--- src/rtl/bird_motion_ctrl.sv ---
// Game-flow FSM and motion scheduler for the bird sprite: movement tick,
// flap edge detection, vertical position and IDLE/PLAY/DYING/OVER sequencing.
module bird_motion_ctrl #(
  parameter int TICK_DIV  = 524287,
  parameter int Y_START   = 320,
  parameter int Y_MIN     = 0,
  parameter int Y_MAX     = 448,
  parameter int FLAP_STEP = 4,
  parameter int FALL_STEP = 2
) (
  input  logic       clk,
  input  logic       resetGame_n,
  input  logic       press,
  input  logic       collide,
  input  logic       pass,
  output logic [8:0] bird_y,
  output logic       move_tick,
  output logic [1:0] state,
  output logic       playing,
  output logic       game_over,
  output logic [7:0] score
);

  localparam int CW = (TICK_DIV > 0) ? $clog2(TICK_DIV + 1) : 1;
  localparam logic [CW-1:0] CNT_TC  = CW'(TICK_DIV);
  localparam logic [9:0]    Y_MIN_E = 10'(Y_MIN);
  localparam logic [9:0]    Y_MAX_E = 10'(Y_MAX);
  localparam logic [9:0]    FLAP_E  = 10'(FLAP_STEP);
  localparam logic [9:0]    FALL_E  = 10'(FALL_STEP);
  localparam logic [8:0]    Y_START_E = 9'(Y_START);

  typedef enum logic [1:0] {
    ST_IDLE  = 2'b00,
    ST_PLAY  = 2'b01,
    ST_DYING = 2'b10,
    ST_OVER  = 2'b11
  } state_t;

  state_t        state_r;
  logic [CW-1:0] cnt_r;
  logic          press_q_r;
  logic          flap_pend_r;
  logic          rise_s;
  logic          tick_s;
  logic [9:0]    y_ext_s;
  logic [9:0]    y_up_s;
  logic [9:0]    y_dn_s;

  assign state   = state_r;
  assign rise_s  = press & ~press_q_r;
  assign tick_s  = (cnt_r == CNT_TC);
  // Position arithmetic is one bit wider than bird_y so clamping never sees a wrap.
  assign y_ext_s = {1'b0, bird_y};
  assign y_up_s  = (y_ext_s >= (Y_MIN_E + FLAP_E)) ? (y_ext_s - FLAP_E) : Y_MIN_E;
  assign y_dn_s  = ((y_ext_s + FALL_E) >= Y_MAX_E) ? Y_MAX_E : (y_ext_s + FALL_E);

  // Game-flow state machine with its registered outputs, tick counter and flap latch.
  always_ff @(posedge clk or negedge resetGame_n) begin
    if (!resetGame_n) begin
      state_r     <= ST_IDLE;
      bird_y      <= Y_START_E;
      score       <= 8'd0;
      cnt_r       <= '0;
      flap_pend_r <= 1'b0;
      press_q_r   <= 1'b0;
      move_tick   <= 1'b0;
      playing     <= 1'b0;
      game_over   <= 1'b0;
    end else begin
      press_q_r <= press;
      move_tick <= tick_s && ((state_r == ST_PLAY) || (state_r == ST_DYING));
      case (state_r)
        ST_IDLE: begin
          cnt_r <= '0;
          if (rise_s) begin
            state_r     <= ST_PLAY;
            playing     <= 1'b1;
            game_over   <= 1'b0;
            score       <= 8'd0;
            bird_y      <= Y_START_E;
            flap_pend_r <= 1'b0;
          end
        end
        ST_PLAY: begin
          cnt_r <= tick_s ? '0 : (cnt_r + CW'(1));
          if (collide) begin
            state_r     <= ST_DYING;
            playing     <= 1'b0;
            flap_pend_r <= 1'b0;
          end else begin
            if (pass && (score != 8'hFF)) begin
              score <= score + 8'd1;
            end
            if (tick_s) begin
              // A rise on the tick edge is kept for the following tick.
              flap_pend_r <= rise_s;
              if (flap_pend_r) begin
                bird_y <= y_up_s[8:0];
              end else begin
                bird_y <= y_dn_s[8:0];
                if (y_dn_s == Y_MAX_E) begin
                  state_r     <= ST_OVER;
                  playing     <= 1'b0;
                  game_over   <= 1'b1;
                  flap_pend_r <= 1'b0;
                end
              end
            end else begin
              flap_pend_r <= flap_pend_r | rise_s;
            end
          end
        end
        ST_DYING: begin
          cnt_r <= tick_s ? '0 : (cnt_r + CW'(1));
          if (tick_s) begin
            bird_y <= y_dn_s[8:0];
            if (y_dn_s == Y_MAX_E) begin
              state_r   <= ST_OVER;
              game_over <= 1'b1;
            end
          end
        end
        ST_OVER: begin
          cnt_r <= '0;
          if (rise_s) begin
            state_r   <= ST_IDLE;
            game_over <= 1'b0;
            bird_y    <= Y_START_E;
          end
        end
        default: begin
          state_r     <= ST_IDLE;
          playing     <= 1'b0;
          game_over   <= 1'b0;
          cnt_r       <= '0;
          flap_pend_r <= 1'b0;
        end
      endcase
    end
  end

endmodule

--- config.mk ---
export PLATFORM = sky130hd
export DESIGN_NAME = bird_motion_ctrl
export DESIGN_NICKNAME = d
export VERILOG_FILES = /design/src/rtl/bird_motion_ctrl.sv
export SDC_FILE = /design/constraint.sdc
export NUM_CORES = 1
export LEC_CHECK = 0
export CORE_MARGIN = 3
export CORE_UTILIZATION = 55
export CTS_CLUSTER_DIAMETER = 80
export DETAILED_ROUTE_END_ITERATION = 16
export PLACE_DENSITY = 0.8
export SLEW_MARGIN = 5
export SYNTH_ARGS = -nofsm -noshare
export SYNTH_HDL_FRONTEND = slang
export SYNTH_SLANG_ARGS = --single-unit
--- constraint.sdc ---
create_clock -name clk -period 4.8 [get_ports clk]
set_clock_uncertainty 0.1 [all_clocks]
set_input_delay 0.72 -clock clk [delete_from_list [all_inputs] [get_ports clk]]
set_output_delay 0.72 -clock clk [all_outputs]
set_load 0.1 [all_outputs]
==> results of run 1 <==
cells in the final DEF, fill, tap and decap left out, types with 4 or more instances in the layout:
cell type         n
nand3_1          18
o21ai_0          11
nand4_1           6
and3_1            7
xor2_1            9
xnor2_1           9
ha_1             11
nor3_1            7
nand2b_1          4
clkbuf_8          5
or3_1             8
o31ai_1           4
a21oi_1           8
nand2_1          19
inv_1            10
clkdlybuf4s50_1  25
a22o_1            8
and2_1            6
nor2_1           33
dfrtp_1          41
area by class of cell:
cell class | count | area [um2] | area share (%)
multi-input combinational | 219 | 1460 | 48.6
sequential | 43 | 1080 | 35.8
timing repair buffer | 26 | 255 | 8.48
clock buffer | 5 | 68.8 | 2.29
tap | 52 | 65.1 | 2.16
clock inverter | 3 | 43.8 | 1.45
inverter | 10 | 37.5 | 1.25
per-layer routing:
metal  part of all wire, %  GRT usage, %  vias up
li1                      -             -     1079
met1                    50          31.4     1060
met2                    45          31.3       43
met3                   3.6          4.54       10
met4                   2.0          11.3        0
met5                     0             0        -
registers in the layout (all words and copies together) (netlist names):
| signal | count |
|---|---|
| state | 2 |
| playing | 1 |
| press_q_r | 1 |
| move_tick | 1 |
| flap_pend_r | 1 |
| score | 8 |
| game_over | 1 |
| cnt_r | 19 |
| bird_y | 9 |
cells by family after synthesis:
| kind of cell | Yosys count |
|---|---|
| muxes | 5 |
| DFF | 43 |
| adders and majority gates | 11 |
| AOI/OAI and AO/OA | 64 |
| xor gates and xnor gates | 18 |
| and+or+nand+nor | 121 |
| buffers and inverters | 21 |
power by group through the flow:
stage	Clock (mW)	Sequential, mW	Combinational [mW]
floorplan	0	0.789	0.515
global placement	0	0.537	0.965
detailed placement	0	0.539	0.972
CTS	0.300	0.533	0.978
global route	0.318	0.550	1.06
finish	0.290	0.536	0.977
worst min-delay path by stage:
stage | end | slack [ps] | cells after the start
global route | cnt_r[0] | 440 | 1
finish | cnt_r[0] | 380 | 1
floorplan | bird_y[0] | 320 | 0
CTS | cnt_r[0] | 390 | 1
detailed placement | cnt_r[0] | 380 | 1
global placement | cnt_r[0] | 370 | 1
through the flow:
step	hold WS [ps]	cell area (um2)	std cells
floorplan	324	2630	283
global placement	371	2900	350
detailed placement	376	2900	350
CTS	388	3010	358
global route	445	3010	358
finish	384	3010	358
==> run summary, run 1 <==
The total standard cell area after synthesis is 0.00263 mm2. The wire length of the first global-routing pass came out at 9650 um. The synthesized-area fraction occupied by ao, oa, aoi and oai cells is a little under a fifth. After global routing the overflow that remains totals 0.

The clock transition time at the flip-flop clock pins of the worst setup and hold paths is about 90 ps. The number of port buffers came out at 26. For the worst setup path, the data required time is 3980 ps. The number of fill cells came out at ~370. After synthesis the netlist holds a flip-flop and latch count of 43. The Yosys step of the flow raised 0 warnings.

The pin count of the biggest net entering global routing is 44. The worst setup timing slack at the placement stage came out at ~1900 ps. The headroom to the max-slew limit came out at 33.6%. The horizontal extent of the die is about 75 um. For the worst-skew pair, the clock arrives at the later sink with an insertion delay of 300 ps. Summed over its instances, the top area cell type makes up 39.1% of the synthesized netlist area. In this run, post-CTS hold repair placed 0 buffers. The number of clock sinks came out at 43. The count of antenna-violating nets left after detailed routing came out at 0. Power comes to 1.80 mW. The share of layout cells above drive strength 1 came out at roughly 7.8%. For this run, the leading register cell type out of synthesis is dfrtp_1. The number of antenna cells inserted came out at 0. Sequential cells burn between 20% and 30% of the power.

Walking the worst path, the cells encountered are clkdlybuf4s50_1. The worst setup path is captured at a primary output. TritonCTS built the clock tree. The worst hold path begins at cnt_r[0]. The final wirelength is ~5600 um. Cell internal power was estimated by the tool at between 800 and 900 uW. The signal arrival time at the worst endpoint came out at roughly 2200 ps. Setup repair after global routing left no endpoint under its margin. The post-synthesis xor/xnor area fraction came out at about 6%. The number of rows in the core area came out at 24. The fraction of the yosys area taken by sequential cells is between 40% and 50%. Tracing the worst setup path back leads to its startpoint at bird_y[8]. The total I/O pin count is 27. Yosys instantiated no cell more often than dfrtp_1.

Counting flops with an async set or reset pin after synthesis yields a share of 100%. The area inside the core boundary is between 0.004 and 0.005 mm2. Timing would allow up to about 330 MHz.

Of the total synthesized cell area, the portion taken by full adders, half adders and majority gates is under 10%. Summing the areas of all and, or, nand and nor instances in the mapped netlist gives between 20% and 30% of the synthesized area. The total number of vias came out at 2192. The pin slew with the least headroom to its limit is between 900 and 1000 ps. In the post-synthesis netlist, the biggest area contributors are dfrtp_1 (39%), ha_1 (5.2%), nor2_1 (4.7%). From bottom edge to top edge, the die measures between 70 and 80 um. The largest total area in the synthesized netlist belongs to dfrtp_1. The reported leakage power came out at approximately 1.3 nW.

The number of global-route vias before repair is ~2100. Summed over all nets, the half-perimeter wirelength after detailed placement is around 3800 um. The final critical-path required period is between 3000 and 4000 ps. The ratio of final minimum period to clock period is around 63%. In the synthesized netlist, the cells that appear most often are dfrtp_1 (41), nor2_1 (33), nand2_1 (19). The net switching share of the total power came out at 51.6%. The multiplexer share of the synthesized area came out at ~2%.

Counting distinct cell types in the post-synthesis netlist gives 62. The first-pass iteration count of the detailed router came out at 4. The area growth from synthesis to layout is 14.7%.

The final setup TNS came out at 0 ps. The number of antenna violations at the first check in global routing came out at 0. The synthesized instance count is 283. The largest single stage delay on the critical path is ~1200 ps. The worst setup path is launched from a flop. The max-slew violation total from the final report came out at 0. The total buffers and inverters traversed by the critical path is 1. The detail-routed via count per cell is ~6. The worst vdd rail ir drop is between 0.0004 and 0.0005 V. The number of resized instances in the post-cts repair step came out at 0. The net count of the mapped netlist is between 200 and 300. The net switching power is a little over 900 uW. The share of total power in combinational logic is a little over half. The top cell family by delay on the critical path is buffers and inverters. In this run the post-CTS setup repair buffer count came out at 0. The number of enable-type register cells in the synthesized netlist came out at 0. The mean cell area of the mapped netlist is approximately 9 um2.

In the final design database the tool counted about 320 nets. The share of total power in the clock network came out at about 16%. In this run the deepest clock path goes through 2 buffers. The number of levels the H-tree was split into is 2. Setup violations remaining at the end of the flow were counted as 0. The cell with the largest stage delay on the worst path is clkdlybuf4s50_1. The start of the worst register-to-register path is state[1]. The average wire per standard cell is about 16 um. The DRC violation total after the first TritonRoute iteration is ~150. The number of DRC violations after detailed routing is 0. In this run the critical register-to-register path is captured at score[7]. The critical path in this run is classified as flop to primary output.

TritonCTS created 5 clock buffers. The minimum setup slack among reg-to-reg paths came out at 2160 ps. In this run the worst path has a maximum fanout of 13. The power density over the cells came out at 598 mW/mm2.

The placer's final routability congestion estimate came out at 0.873. The floorplan step defined a die boundary enclosing around 0.0056 mm2. The effective utilization at floorplan came out at between 50% and 60%. The cell depth of the worst setup path is 1. The class of the tightest hold or removal check is flop to flop. The number of cells on the worst reg-to-reg path is 6. Cells fill roughly two thirds of the core in the end. The run finished with clean final reports. The count of final hold-check violations came out at 0. The tree is rooted in a clkbuf_8. The total routing resource utilization after global routing is between 20 and 25%.

The worst-case setup margin in the final layout is around 1800 ps. The critical path ends at bird_y[8]. Across the run, the number of max-cap violations was 0.

By area, the combinational part of the netlist is dominated by simple AND/OR/NAND/NOR gates.
(Power assumes the default switching activity.)
==> run 2: changes to the inputs <==
--- a/config.mk
+++ b/config.mk
@@ -6,10 +6,10 @@
 export NUM_CORES = 1
 export LEC_CHECK = 0
 export CORE_MARGIN = 3
-export CORE_UTILIZATION = 55
+export CORE_UTILIZATION = 51
 export CTS_CLUSTER_DIAMETER = 80
 export DETAILED_ROUTE_END_ITERATION = 16
-export PLACE_DENSITY = 0.8
+export PLACE_DENSITY = 0.78
 export SLEW_MARGIN = 5
 export SYNTH_ARGS = -nofsm -noshare
 export SYNTH_HDL_FRONTEND = slang
==> constraint.sdc (replaced) <==
create_clock -name clk -period 2.6 [get_ports clk]
set_clock_uncertainty 0.1 [all_clocks]
set_input_delay 0.39 -clock clk [delete_from_list [all_inputs] [get_ports clk]]
set_output_delay 0.39 -clock clk [all_outputs]
set_load 0.1 [all_outputs]
==> run 2 against run 1 <==
Global-route usage is 1.1 points lower. Register-to-register slack worse by 1900 ps. Via count is 2.8% higher. Sequential power grew 80%. Largest cell class unchanged. Largest power group unchanged.
==> run summary, run 2 (same netlist as run 1, synthesis figures left out) <==
The final wirelength is 5770 um. The utilization of the core after routing came out at a little over three fifths. The critical path goes through or3_1, nor4_2, nor2_1, a221oi_1, o21ai_1, a22o_1. The number of maximum-capacitance violations came out at 0. The worst hold-check slack came out at between 60 and 70 ps. On the critical path the largest part of the delay comes from simple AND/OR/NAND/NOR gates. The total I/O pin count is 27. The number of levels the H-tree was split into is 2. The number of port buffers came out at 26. The number of hold-repair buffers added at the cts stage is 0. The maximum fanout along the worst path is 12. The register with the most flip-flops in the final layout is cnt_r. Summed over all cells, the static leakage comes to ~1.3 nW. The delay of the slowest cell on the worst path came out at roughly 500 ps. The first TritonRoute pass finished after 6 iterations. The horizontal extent of the die came out at about 80 um.

At the pin with the least slew margin, the transition time is about 800 ps. The floorplan has 25 rows. The CTS buffer count came out at 5. The total buffers and inverters traversed by the critical path came out at 0. The number of clock sinks is between 40 and 50. The y dimension of the die is 77.7 um. The headroom to the max-slew limit is roughly 48%. On the critical path, the stage with the largest delay is an instance of or3_1.

The maximum count of clock buffers along a single path came out at 2. The average wire per standard cell is between 10 and 15 um. The required time of the critical path came out at roughly 2700 ps. The share of layout cells above drive strength 1 came out at 19.7%. After filler insertion, the fill cell instance count of the layout stands at 404. The register with the most flip-flops in the layout has 19 of them. The ratio of final minimum period to clock period came out at 90.0%. The total number of nets in the final design came out at roughly 330. The placer's final routability congestion estimate is around 0.87. The floorplan die area came out at 0.00604 mm2. The path class of the tightest hold or removal check is input port to async pin. Once detailed placement completed, the half-perimeter wirelength came to ~4200 um. The clock transition time at the flip-flop clock pins of the worst setup and hold paths came out at around 80 ps. The worst setup timing slack at the placement stage is about 200 ps. The largest registers in the layout are cnt_r (19), bird_y (9), score (8). Setup repair after global routing left no endpoint under its margin.

The number of cells on the worst reg-to-reg path is 6. The DRC violation total after the first TritonRoute iteration came out at 163. The worst setup path is captured at a flop. The endpoint identified for the worst register-to-register timing path is bird_y[4].

The setup path with the least slack is of type flop to flop. The worst vdd rail ir drop is between 0.001 and 0.0015 V. Relative to the synthesized area, the layout overhead comes to 16.3%. Leaving out fill and tap cells, the most frequent cell in the layout is dfrtp_1. Using the TritonRoute via totals, the vias-per-cell ratio works out to a little under 6. The number of global-route vias before repair came out at 2198. The fmax is ~430 MHz.

The max-slew violation total from the final report came out at 0. The count of final hold-check violations is 0. The number of DRC violations after detailed routing is 0. The worst setup path is launched from a flop. The overall power consumption is ~3.3 mW. Entering global routing, the biggest net connects 36 pins. The worst-case setup margin in the final layout came out at 261 ps.

The number of resized instances in the post-cts repair step is 0. The area inside the core boundary came out at 0.00485 mm2. TritonCTS built the clock tree. The number of setup buffers added after CTS is 0. The minimum setup slack among reg-to-reg paths came out at about 260 ps. The flow ran to the end, and the final reports show no timing, DRC or antenna violations. The count of antenna-violating nets left after detailed routing is 0.

STA puts the critical path data arrival time at 2430 ps. The clock tree root driver cell is clkbuf_8. In this run the critical register-to-register path is launched from bird_y[6]. In the layout the commonest cells are dfrtp_1 (36), buf_4 (35), nor2_1 (33), nand2_1 (19), nand3_1 (18).

The number of antenna violations at the first check in global routing is 0. The setup violation total in the final timing report is 0. The total number of vias is around 2300. The wire length of the first global-routing pass came out at roughly 10000 um. The residual overflow from global routing came out at 0. The final critical-path required period is 2340 ps. The effective utilization at floorplan came out at 54.1%. The final standard cell area without fillers came out at just over 0.003 mm2. The clock insertion delay at the later pin of the skew report is around 300 ps. In this run the cell area measured after placement is approximately 0.0030 mm2. The total routing resource utilization after global routing is 20.9%. The number of antenna cells inserted came out at 0. The power density over the cells is about 1100 mW/mm2.
run 2: cell types whose count changed in the layout (fill, tap and decap cells not counted), sizes merged:
cell / delta
buf: +35
bufinv: -1
clkbuf: +1
clkdlybuf4s50: -22
clkinv: -1
clkinvlp: +1
run 2: power by group:
group | internal [mW] | leakage [nW] | switching, mW
Clock | 0.188 | 0.0412 | 0.237
Combinational | 0.585 | 0.725 | 1.32
Sequential | 0.793 | 0.570 | 0.170
run 2: cell type report:
type	count	area [um2]	share of cell area (%)
Clock buffer	6	72.6	2.38
Inverter	10	37.5	1.23
Timing Repair Buffer	39	298	9.76
Tap cell	67	83.8	2.75
Clock inverter	2	12.5	0.410
Sequential cell	43	1080	35.5
Multi-Input combinational cell	219	1460	47.9
run 2: worst max path at each step:
stage | from | to | slack, ps | cells past startpoint
6_report | bird_y[6] | bird_y[4] | 260 | 6
3_3_place_gp | press | score[7] | 230 | 6
3_5_place_dp | press | score[5] | 200 | 6
5_1_grt | state[0] | score[0] | 110 | 6
4_1_cts | bird_y[6] | bird_y[4] | 300 | 6
2_1_floorplan | bird_y[5] | bird_y[4] | -10 | 6
run 2: metrics by stage:
| step | TNS (ps) | std cells |
|---|---|---|
| CTS | 0 | 386 |
| floorplan | -13.0 | 283 |
| global route | 0 | 386 |
| global placement | 0 | 378 |
| detailed placement | 0 | 378 |
| finish | 0 | 386 |
run 2: routing by layer:
layer  routed length, um  share of wire [%]  vias to the layer above  GRT usage (%)
li1                    -                  -                     1102              -
met1                2710                 47                     1085           28.6
met2                2720                 47                       59           33.6
met3                 266                4.6                        7           4.18
met4                  76                1.3                        0           5.87
met5                   0                  0                        -              0
